===== src/rtl/video_timing_gen.sv =====
// Pixel-rate raster timing: h/v counters with registered blank/sync flags, de, frame_start.
// Define VTG_SCROLL_EN to build the per-frame scroll accumulator; otherwise scroll is tied to 0.
module video_timing_gen #(
   parameter int H_TOTAL       = 640,
   parameter int H_BLANK_START = 310,
   parameter int H_BLANK_END   = 420,
   parameter int H_SYNC_START  = 336,
   parameter int H_SYNC_END    = 368,
   parameter int V_TOTAL       = 312,
   parameter int V_BLANK_START = 306,
   parameter int V_BLANK_END   = 2,
   parameter int V_SYNC_START  = 308,
   parameter int V_SYNC_END    = 0,
   parameter int SCROLL_STEP   = 6
) (
   input  logic       clk,
   input  logic       reset,
   input  logic       ce_pix,
   output logic [9:0] hc,
   output logic [8:0] vc,
   output logic       hblank,
   output logic       hsync,
   output logic       vblank,
   output logic       vsync,
   output logic       de,
   output logic       frame_start,
   output logic [9:0] scroll
);

   if (H_TOTAL < 1 || H_TOTAL > 1024 || V_TOTAL < 1 || V_TOTAL > 512 ||
       H_BLANK_START < 0 || H_BLANK_START >= H_TOTAL || H_BLANK_END < 0 || H_BLANK_END >= H_TOTAL ||
       H_SYNC_START  < 0 || H_SYNC_START  >= H_TOTAL || H_SYNC_END  < 0 || H_SYNC_END  >= H_TOTAL ||
       V_BLANK_START < 0 || V_BLANK_START >= V_TOTAL || V_BLANK_END < 0 || V_BLANK_END >= V_TOTAL ||
       V_SYNC_START  < 0 || V_SYNC_START  >= V_TOTAL || V_SYNC_END  < 0 || V_SYNC_END  >= V_TOTAL ||
       SCROLL_STEP < 0 || SCROLL_STEP > 1023) begin : g_bad_params
      $error("video_timing_gen: raster parameter out of range");
   end

   localparam logic [9:0] H_LAST = 10'(H_TOTAL - 1);
   localparam logic [8:0] V_LAST = 9'(V_TOTAL - 1);
   localparam logic [9:0] HBS    = 10'(H_BLANK_START);
   localparam logic [9:0] HBE    = 10'(H_BLANK_END);
   localparam logic [9:0] HSS    = 10'(H_SYNC_START);
   localparam logic [9:0] HSE    = 10'(H_SYNC_END);
   localparam logic [8:0] VBS    = 9'(V_BLANK_START);
   localparam logic [8:0] VBE    = 9'(V_BLANK_END);
   localparam logic [8:0] VSS    = 9'(V_SYNC_START);
   localparam logic [8:0] VSE    = 9'(V_SYNC_END);

   logic h_wrap;
   logic v_wrap;
   logic frame_wrap;

   assign h_wrap     = (hc == H_LAST);
   assign v_wrap     = (vc == V_LAST);
   assign frame_wrap = ce_pix && h_wrap && v_wrap;
   assign de         = !hblank && !vblank;

   // NOTE: state registers use non-blocking assignments so every compare sees the pre-edge counter.
   always_ff @(posedge clk or posedge reset) begin
      if (reset) begin
         hc          <= '0;
         vc          <= '0;
         hblank      <= 1'b0;
         hsync       <= 1'b0;
         vblank      <= 1'b1;
         vsync       <= 1'b0;
         frame_start <= 1'b0;
      end else begin
         frame_start <= frame_wrap;
         if (ce_pix) begin
            if (h_wrap) begin
               hc <= '0;
               vc <= v_wrap ? 9'd0 : vc + 9'd1;
            end else begin
               hc <= hc + 10'd1;
            end
            // Set is tested first so START==END leaves the flag stuck high.
            if (hc == HBS)      hblank <= 1'b1;
            else if (hc == HBE) hblank <= 1'b0;
            if (hc == HSS)      hsync  <= 1'b1;
            else if (hc == HSE) hsync  <= 1'b0;
            if (vc == VBS)      vblank <= 1'b1;
            else if (vc == VBE) vblank <= 1'b0;
            if (vc == VSS)      vsync  <= 1'b1;
            else if (vc == VSE) vsync  <= 1'b0;
         end
      end
   end

`ifdef VTG_SCROLL_EN
   localparam logic [9:0] SCROLL_INC = 10'(SCROLL_STEP);

   always_ff @(posedge clk or posedge reset) begin
      if (reset)           scroll <= '0;
      else if (frame_wrap) scroll <= scroll + SCROLL_INC;
   end
`else
   assign scroll = 10'd0;
`endif

endmodule

===== config.mk =====
export PLATFORM = sky130hd
export DESIGN_NAME = video_timing_gen
export DESIGN_NICKNAME = d
export VERILOG_FILES = /design/src/rtl/video_timing_gen.sv
export SDC_FILE = /design/constraint.sdc
export NUM_CORES = 1
export LEC_CHECK = 0
export CORE_ASPECT_RATIO = 0.6
export CORE_MARGIN = 10
export CORE_UTILIZATION = 47
export DETAILED_ROUTE_END_ITERATION = 10
export GPL_TIMING_DRIVEN = 0
export HOLD_SLACK_MARGIN = 0.03
export PLACE_DENSITY_LB_ADDON = 0.12
export SETUP_SLACK_MARGIN = 0.5
export SLEW_MARGIN = 10
export SYNTH_ARGS = -nofsm -noshare
export SYNTH_HDL_FRONTEND = slang
export SYNTH_SLANG_ARGS = --single-unit

===== constraint.sdc =====
create_clock -name clk -period 2.1 [get_ports clk]
set_input_delay 0.315 -clock clk [delete_from_list [all_inputs] [get_ports clk]]
set_output_delay 0.315 -clock clk [all_outputs]
set_load 0.1 [all_outputs]

# Word level (Yosys, flattened, before mapping)
# Cells that the tools add are included.
word_totals:
  reg_bits: 24
  input_bits: 3
  wordCells: 43
classes:
  addsub: 2
  n_eq_ne: 9
  muxes: 10
  reduce_logical: 15
op_table:
  columns: ["cell", "n"]
  rows:
  - ["== test 10 x 9 -> 1 bit, second input constant", 4]
  - ["== test 9 bit, second input constant", 3]
  - ["adder 10 x 1 -> 10 bit, second input constant", 1]
  - ["== test 10 bit, second input constant", 1]
  - ["two-way mux 10 bit", 1]
  - ["AND reduction 2 bit", 5]
  - ["adder 9 x 1 -> 9 bit, second input constant", 1]
  - ["== test 9 x 2 -> 1 bit, second input constant", 1]
  - ["zero test 9 bit", 1]
  - ["two-way mux 9 bit", 1]
  - ["two-way mux 1 bit", 8]
  - ["nonzero test 2 bit", 4]
  - ["logical AND 1 bit", 3]
  - ["zero test 1 bit", 2]

# Depth between registers and ports, before layout
# Gate-level depths: netlist of run 1.
depth:
  ltp_word: 3
  depth_mapped: 6
  ltp_nobuf: 6

# Least setup slack after synthesis of run 1
# OpenSTA, ideal clock, no wires.
synth_timing:
  path_type: "reg2reg"
  from: "register hc[1]"
  to: "register vc[8]"
  arrival_ps: 2418
  slack_ps: -401
  stages_incl_launch_ff: 7
  n_path_buf: 1
  cell_sequence: "dfrtp_1 > ha_1 > nand4_1 > or4_1 > buf_2 > or3_1 > o21ai_0"
synth_via:
  elab_chain_cells: 2
synth_rtl:
  columns: ["item", "line", "rtl"]
  rows:
  - ["start, declared", "19", "output logic [9:0] hc,"]
  - ["start signal, assigned", "76", "hc <= hc + 10'd1;"]
  - ["== test 10 bit", "54", "assign h_wrap = (hc == H_LAST);"]
  - ["AND reduction 2 bit (no line)", null, null]
  - ["end signal, assigned", "74", "vc <= v_wrap ? 9'd0 : vc + 9'd1;"]
  - ["end, declared", "20", "output logic [8:0] vc,"]
# No other way between the ends.
# A chain may end at the register's enable or synchronous reset.

# Worst setup path after layout of run 1
layout_timing:
  from: "register hc[0]"
  to: "register hc[4]"
layout_via:
  elab_chain_cells: 2
layout_rtl:
  columns: ["item", "line", "rtl"]
  rows:
  - ["adder 10 x 1 -> 10 bit or == test 10 bit (tied branches)", "76, 54", null]
  - ["two-way mux 10 bit (*)", "72", "if (h_wrap) begin"]
# Every way passes the cells marked *; elsewhere a longest branch is shown, timed or not.

==> results of run 1 <==
==> final cells by class <==
cell class              count  share of cell area
flip-flops and latches     24               0.318
plain buffers              15              0.0629
clock buffers               4              0.0266
inverters                  12              0.0242
well taps                  32              0.0194
multi-input cells         104               0.373
repair buffers             47               0.177
==> layer usage <==
metal | vias to the layer above | GRT usage
met3 | 16 | 0.0606
li1 | 613 | -
met2 | 95 | 0.235
met4 | 0 | 0.0698
met5 | - | 0
met1 | 637 | 0.193
==> through the flow <==
step	cell area (sq um)	TNS [ps]	hold slack, ps	power [mW]
global route	2070	0	567	1.77
finish	2070	0	485	1.70
global placement	1800	-816	466	1.34
floorplan	1490	0	329	1.19
detailed placement	1800	-707	469	1.35
CTS	1980	0	488	1.65
==> how the worst min path moves through the flow <==
stage | endpoint | slack (ps) | depth (start not counted)
2_1_floorplan | frame_start$_DFF_PP0_ | 330 | 1
3_3_place_gp | hsync$_DFFE_PP0P_ | 470 | 2
3_5_place_dp | hsync$_DFFE_PP0P_ | 470 | 2
4_1_cts | hsync$_DFFE_PP0P_ | 490 | 2
5_1_grt | hsync$_DFFE_PP0P_ | 570 | 2
6_report | hsync$_DFFE_PP0P_ | 480 | 2
==> power groups by stage <==
stage | registers [mW] | clock network [mW] | logic [mW]
after floorplan | 0.994 | 0 | 0.194
after global placement | 0.645 | 0 | 0.690
after detailed placement | 0.652 | 0 | 0.698
after CTS | 0.632 | 0.320 | 0.701
after global routing | 0.664 | 0.334 | 0.767
final | 0.651 | 0.317 | 0.736
==> state kept, by name, indices dropped and copies added (netlist names) <==
register,flops
vsync,1
frame_start,1
hsync,1
hc,10
hblank,1
vblank,1
vc,9
==> cells in the final DEF (no fill, tap or decap), drive strengths merged, types with 2 or more instances in the layout <==
cell type       n
xnor2           6
nor4            2
nand4          10
or3             2
clkdlybuf4s15   4
a21oi           6
xor2            3
o21ai           6
or4             2
nand3           9
clkbuf          9
buf            45
clkdlybuf4s18   6
nand2          10
dfrtp          23
inv            12
ha              6
nor3            4
mux2i           3
nor3b           2
conb           10
a31oi           2
nor2            9
==> what timing repair did <==
action	CTS	global route
setup endpoints to repair	41	30
resized for setup	108	42
pin swaps	4	8
setup buffers	15	4
cloned	0	1
==> worst max-delay path, stage by stage (launching register included) <==
cell and delay, ps:
dfrtp_4 430, ha_4 140, nand4_1 120, buf_4 180, buf_6 110, buf_4 120
buf_4 130, buf_6 110, buf_4 120, buf_6 110, xnor2_2 120
==> logic make-up after synthesis <==
family | count (synthesis)
and+or+nand+nor | 58
buffers and inverters | 27
adders and majority gates | 6
DFF | 24
xor gates and xnor gates | 9
other | 1
muxes | 3
AOI/OAI and AO/OA | 18
==> flow_summary.yaml, run 1 <==
placement:
  place_hpwl_mm: 2.71
  gp_congestion: 0.903
  place_inst: 214
  io_buffers: 27
  place_ws_ps: -182
job:
  cap_violations: 0
timing:
  setup_ws_ps: 312
  hold_viol: 0
  grt_setup_unrepaired: "yes"
  setup_violations: 0
  slew_headroom: 0.376
  fin_crit_sh: 0.852
  fin_skew_ps: 4.04
  slew_violations: 0
  worst_slew_pin_slew_ps: 935
  fmax_mhz: 559
  period_needed_ps: 1790
floorplan:
  die_y_um: 61.5
  initial_core_util: 0.514
  die_area_sq_um: 5490
  die_x_um: 89.2
  num_io_pins: 38
  placementRows: 14
  core_area_sq_um: 2630
routing:
  antenna_left: 0
  dr.pass1.iters: 5
  top_layer: "met4"
  routed-wl-met2_mm: 2.02
  wl_per_cell_um: 18.8
  wl_met3_um: 532
  via_count: 1361
  vias_per_cell: 5.72
  drc: 0
  drtIter0Drc: 94
  wl_met1_mm: 1.79
  drt-total-wl_mm: 4.47
cts:
  hold_buffers: 0
  cts.clk_slew.worst_paths_ps: 80
  cts_htree_levels: 1
  clock_path_buffers: 2
  clock-sinks: 24
  root_buffer: "clkbuf_8"
  numCtsBuffers: 3
  clock_latency_ps: 270
  cts_tree: "yes"
power_and_ir_drop:
  p_per_area_nw_per_um2: 824
  p_leak_nw: 0.921
  internal_power_mw: 0.867
  seqPwrFrac: 0.382
  comb_power_share: 0.432
  clock_power_share: 0.186
  switchingPower_mw: 0.837
  peakVddDrop_v: 0.000429
  p_sw_frac: 0.491
critical_path:
  r2r_cells: 10
  arrival_ps: 1950
  crit_type: "flop to flop"
  cp-startpoint: "hc[0]$_DFFE_PP0P_"
  cp_max_fo: 2
  reg2reg_to: "hc[4]$_DFFE_PP0P_"
  rrSetupSlack_ps: 310
  cp-endpoint: "hc[4]$_DFFE_PP0P_"
  r2r_start: "hc[0]$_DFFE_PP0P_"
  critPathRequiredTime_ps: 2260
  setup.worst_path.end_class: "flop"
  startpoint_type: "flop"
finish:
  fill_cells: 154
  drive_gt1_frac: 0.490
  multi_input_area_sq_um: 771
  seq_area_sq_um: 657
  final_util: 0.787
  final_nets: 216
  syn_to_final_growth_pct: 53.2
  final_cells: 238
  antenna_cells: 0
hold_path:
  hold_class: "flop to flop"
  hold_path.startpoint: "hsync$_DFFE_PP0P_"
synth:
  yosys_warnings: 0
  synth.area.mux_share: 0.0222
  ys.flop_type: "dfrtp_1"
  synth-edff-count: 0
  synth.avg_cell_area_sq_um: 9.25
  synth_cells: 146
  synth.top_cell.area_share: 0.426
  synth-simple-area-share: 0.233
  synthAdderAreaFrac: 0.0556
  syn_area_sq_um: 1350
  synth_area_leaders: "dfrtp_1 (43%), buf_4 (5.6%), ha_1 (5.6%)"
  yosysTopAreaCell: "dfrtp_1"
  synth-compound-area-share: 0.0778
  post_synth_num_cell_types: 35
  seq_area_frac_synth: 0.446
  async_flop_share: 1.00
  yosysMostFrequentCell: "dfrtp_1"
  netlist_top_cells_count: "dfrtp_1 (23), inv_1 (12), buf_4 (10), nand2_1 (10), nand4_1 (10)"
  yosys.area_share.xor_xnor: 0.0584
  ys_ff_latch: 24
  synth_top_family_by_area: "simple AND/OR/NAND/NOR gates"
global_routing:
  grt_max_degree: 25
  gr-total-overflow: 0
  antenna_found_initial: 0
  globalRouteTotalUtil: 0.155
  grt_pass1_wl_mm: 6.50
  first_global_vias: 1306
outcome:
  status: "finished, final reports clean"
Power figures use the tool's default switching activity.
==> run 2: changes to the inputs <==
--- a/config.mk
+++ b/config.mk
@@ -17,3 +17,4 @@
 export SYNTH_ARGS = -nofsm -noshare
 export SYNTH_HDL_FRONTEND = slang
 export SYNTH_SLANG_ARGS = --single-unit
+export TNS_END_PERCENT = 1
==> run 2 against run 1 <==
Fmax is 4.1% lower. Via count is 11% lower. Cell count is 7.6% lower. Register-to-register slack worse by 60 ps. Worst hold slack better by 6.9 ps. Sequential share of layout area is 3.3 points higher. Critical path type is now flop to output pin. Largest cell class unchanged.
==> flow_summary.yaml, run 2 (same netlist as run 1, synthesis figures left out) <==
floorplan:
  die_x_um: 89.2
  die_y_um: 61.5
  num_io_pins: 38
  core_area_sq_um: 2630
  die_area_sq_um: 5490
  placementRows: 14
  initial_core_util: 0.514
placement:
  placed_area_sq_um: 1760
  place_hpwl_mm: 2.56
  io_buffers: 27
  place_inst: 214
  gp_congestion: 0.885
cts:
  root_buffer: "clkbuf_8"
  clock-sinks: 24
  cts_tree: "yes"
  cts.clk_slew.worst_paths_ps: 80
  clock_path_buffers: 2
  cts_htree_levels: 1
  numCtsBuffers: 3
  clock_latency_ps: 260
timing:
  slew_violations: 0
  fin_skew_ps: 3.41
  setup_violations: 0
  grt_setup_unrepaired: "yes"
  worst_hold_slack_ps: 492
  worst_slew_pin_slew_ps: 982
  fin_crit_sh: 0.888
  slew_headroom: 0.348
  period_needed_ps: 1870
  hold_viol: 0
  fmax_mhz: 536
finish:
  layout_commonest_cell: "clkdlybuf4s15_2"
  design_area_sq_um: 1850
  fill_cells: 199
  final_nets: 198
  top_regs: "hc: 10 flops, vc: 9 flops"
  top_register: "hc"
  layout_common_cells: "clkdlybuf4s15_2 (15), buf_4 (13), inv_1 (12)"
  largest_reg_flops: 10
  syn_to_final_growth_pct: 37.2
  final_cells: 220
  drive_gt1_frac: 0.298
  antenna_cells: 0
  final_util: 0.705
critical_path:
  critPathRequiredTime_ps: 1780
  cp_max_fo: 5
  startpoint_type: "flop"
  r2r_cells: 7
  critPathBufInv: 1
  critPathSlowestCell: "dlygate4sd2_1"
  cp_slowest_stage_delay_ps: 870
  crit_cells: 1
  crit_type: "flop to output pin"
  cp_cell_sequence: "dlygate4sd2_1"
  arrival_ps: 1550
  setup.worst_path.end_class: "output pin"
  critPathTopFamily: "buffers and inverters"
global_routing:
  grt_pass1_wl_mm: 5.43
  use_met1: 0.165
  use_met2: 0.196
  use_met3: 0.0501
  grt-busiest-layer: "met2"
  antenna_found_initial: 0
  first_global_vias: 1109
  globalRouteTotalUtil: 0.126
  grt_max_degree: 25
  gr-total-overflow: 0
routing:
  dr.pass1.iters: 4
  wl_per_cell_um: 15.6
  drtIter0Drc: 85
  via_count: 1211
  antenna_left: 0
  drt-total-wl_mm: 3.43
  drc: 0
  vias_per_cell: 5.50
power_and_ir_drop:
  peakVddDrop_v: 0.000416
  p_per_area_nw_per_um2: 866
  p_leak_nw: 0.818
  p_total_mw: 1.60
hold_path:
  holdPathStages: 2
  hold_class: "flop to flop"
outcome:
  status: "finished, final reports clean"
job:
  cap_violations: 0
## run 2: timing repair
item,4_1_cts,5_1_grt
buffers inserted,0,2
hold buffers,0,0
pin swaps,0,1
hold endpoints to repair,0,0
resized for setup,58,5
setup endpoints to repair,40,43
## run 2: metrics by stage
| step | TNS (ps) | worst slack (ps) |
|---|---|---|
| 2_1_floorplan | 0 | 129 |
| 3_3_place_gp | -870 | -212 |
| 3_5_place_dp | -1620 | -286 |
| 4_1_cts | 0 | 232 |
| 5_1_grt | 0 | 138 |
| 6_report | 0 | 235 |
## run 2: report_power, final
group          leakage, nW  internal (mW)  switching [mW]
sequential           0.276          0.540           0.106
combinational        0.519          0.141           0.545
clock               0.0228          0.135           0.136
## run 2: layer usage
layer / vias up / share of wire
li1: 570 / -
met1: 575 / 0.43
met2: 64 / 0.44
met3: 2 / 0.13
met4: 0 / 0.0017
met5: - / 0
## run 2: worst paths after layout
check | startpoint | endpoint | slack, ps
max in group asynchronous | reset | hc[5]$_DFFE_PP0P_ | 900
worst min-delay path | hsync$_DFFE_PP0P_ | hsync$_DFFE_PP0P_ | 490
worst min register to register | hsync$_DFFE_PP0P_ | hsync$_DFFE_PP0P_ | 490
min in group asynchronous | reset | frame_start$_DFF_PP0_ | 550
worst max-delay path | vc[7]$_DFFE_PP0P_ | vc[7] | 230
worst max register to register | hc[1]$_DFFE_PP0P_ | vc[2]$_DFFE_PP0P_ | 250
## run 2: layout make-up
| class | instances | area (sq um) | share of cell area |
|---|---|---|---|
| Buffer | 15 | 103 | 0.0554 |
| Timing Repair Buffer | 29 | 294 | 0.159 |
| Inverter | 12 | 45.0 | 0.0243 |
| Clock buffer | 4 | 45.0 | 0.0243 |
| Multi-Input combinational cell | 104 | 676 | 0.365 |
| Sequential cell | 24 | 649 | 0.351 |
| Tap cell | 32 | 40.0 | 0.0216 |
## run 2: tightest hold or removal path, stage by stage, from the launching register on
cell and delay, ps:
dfrtp_1 340, nand2_1 40, o21ai_0 70
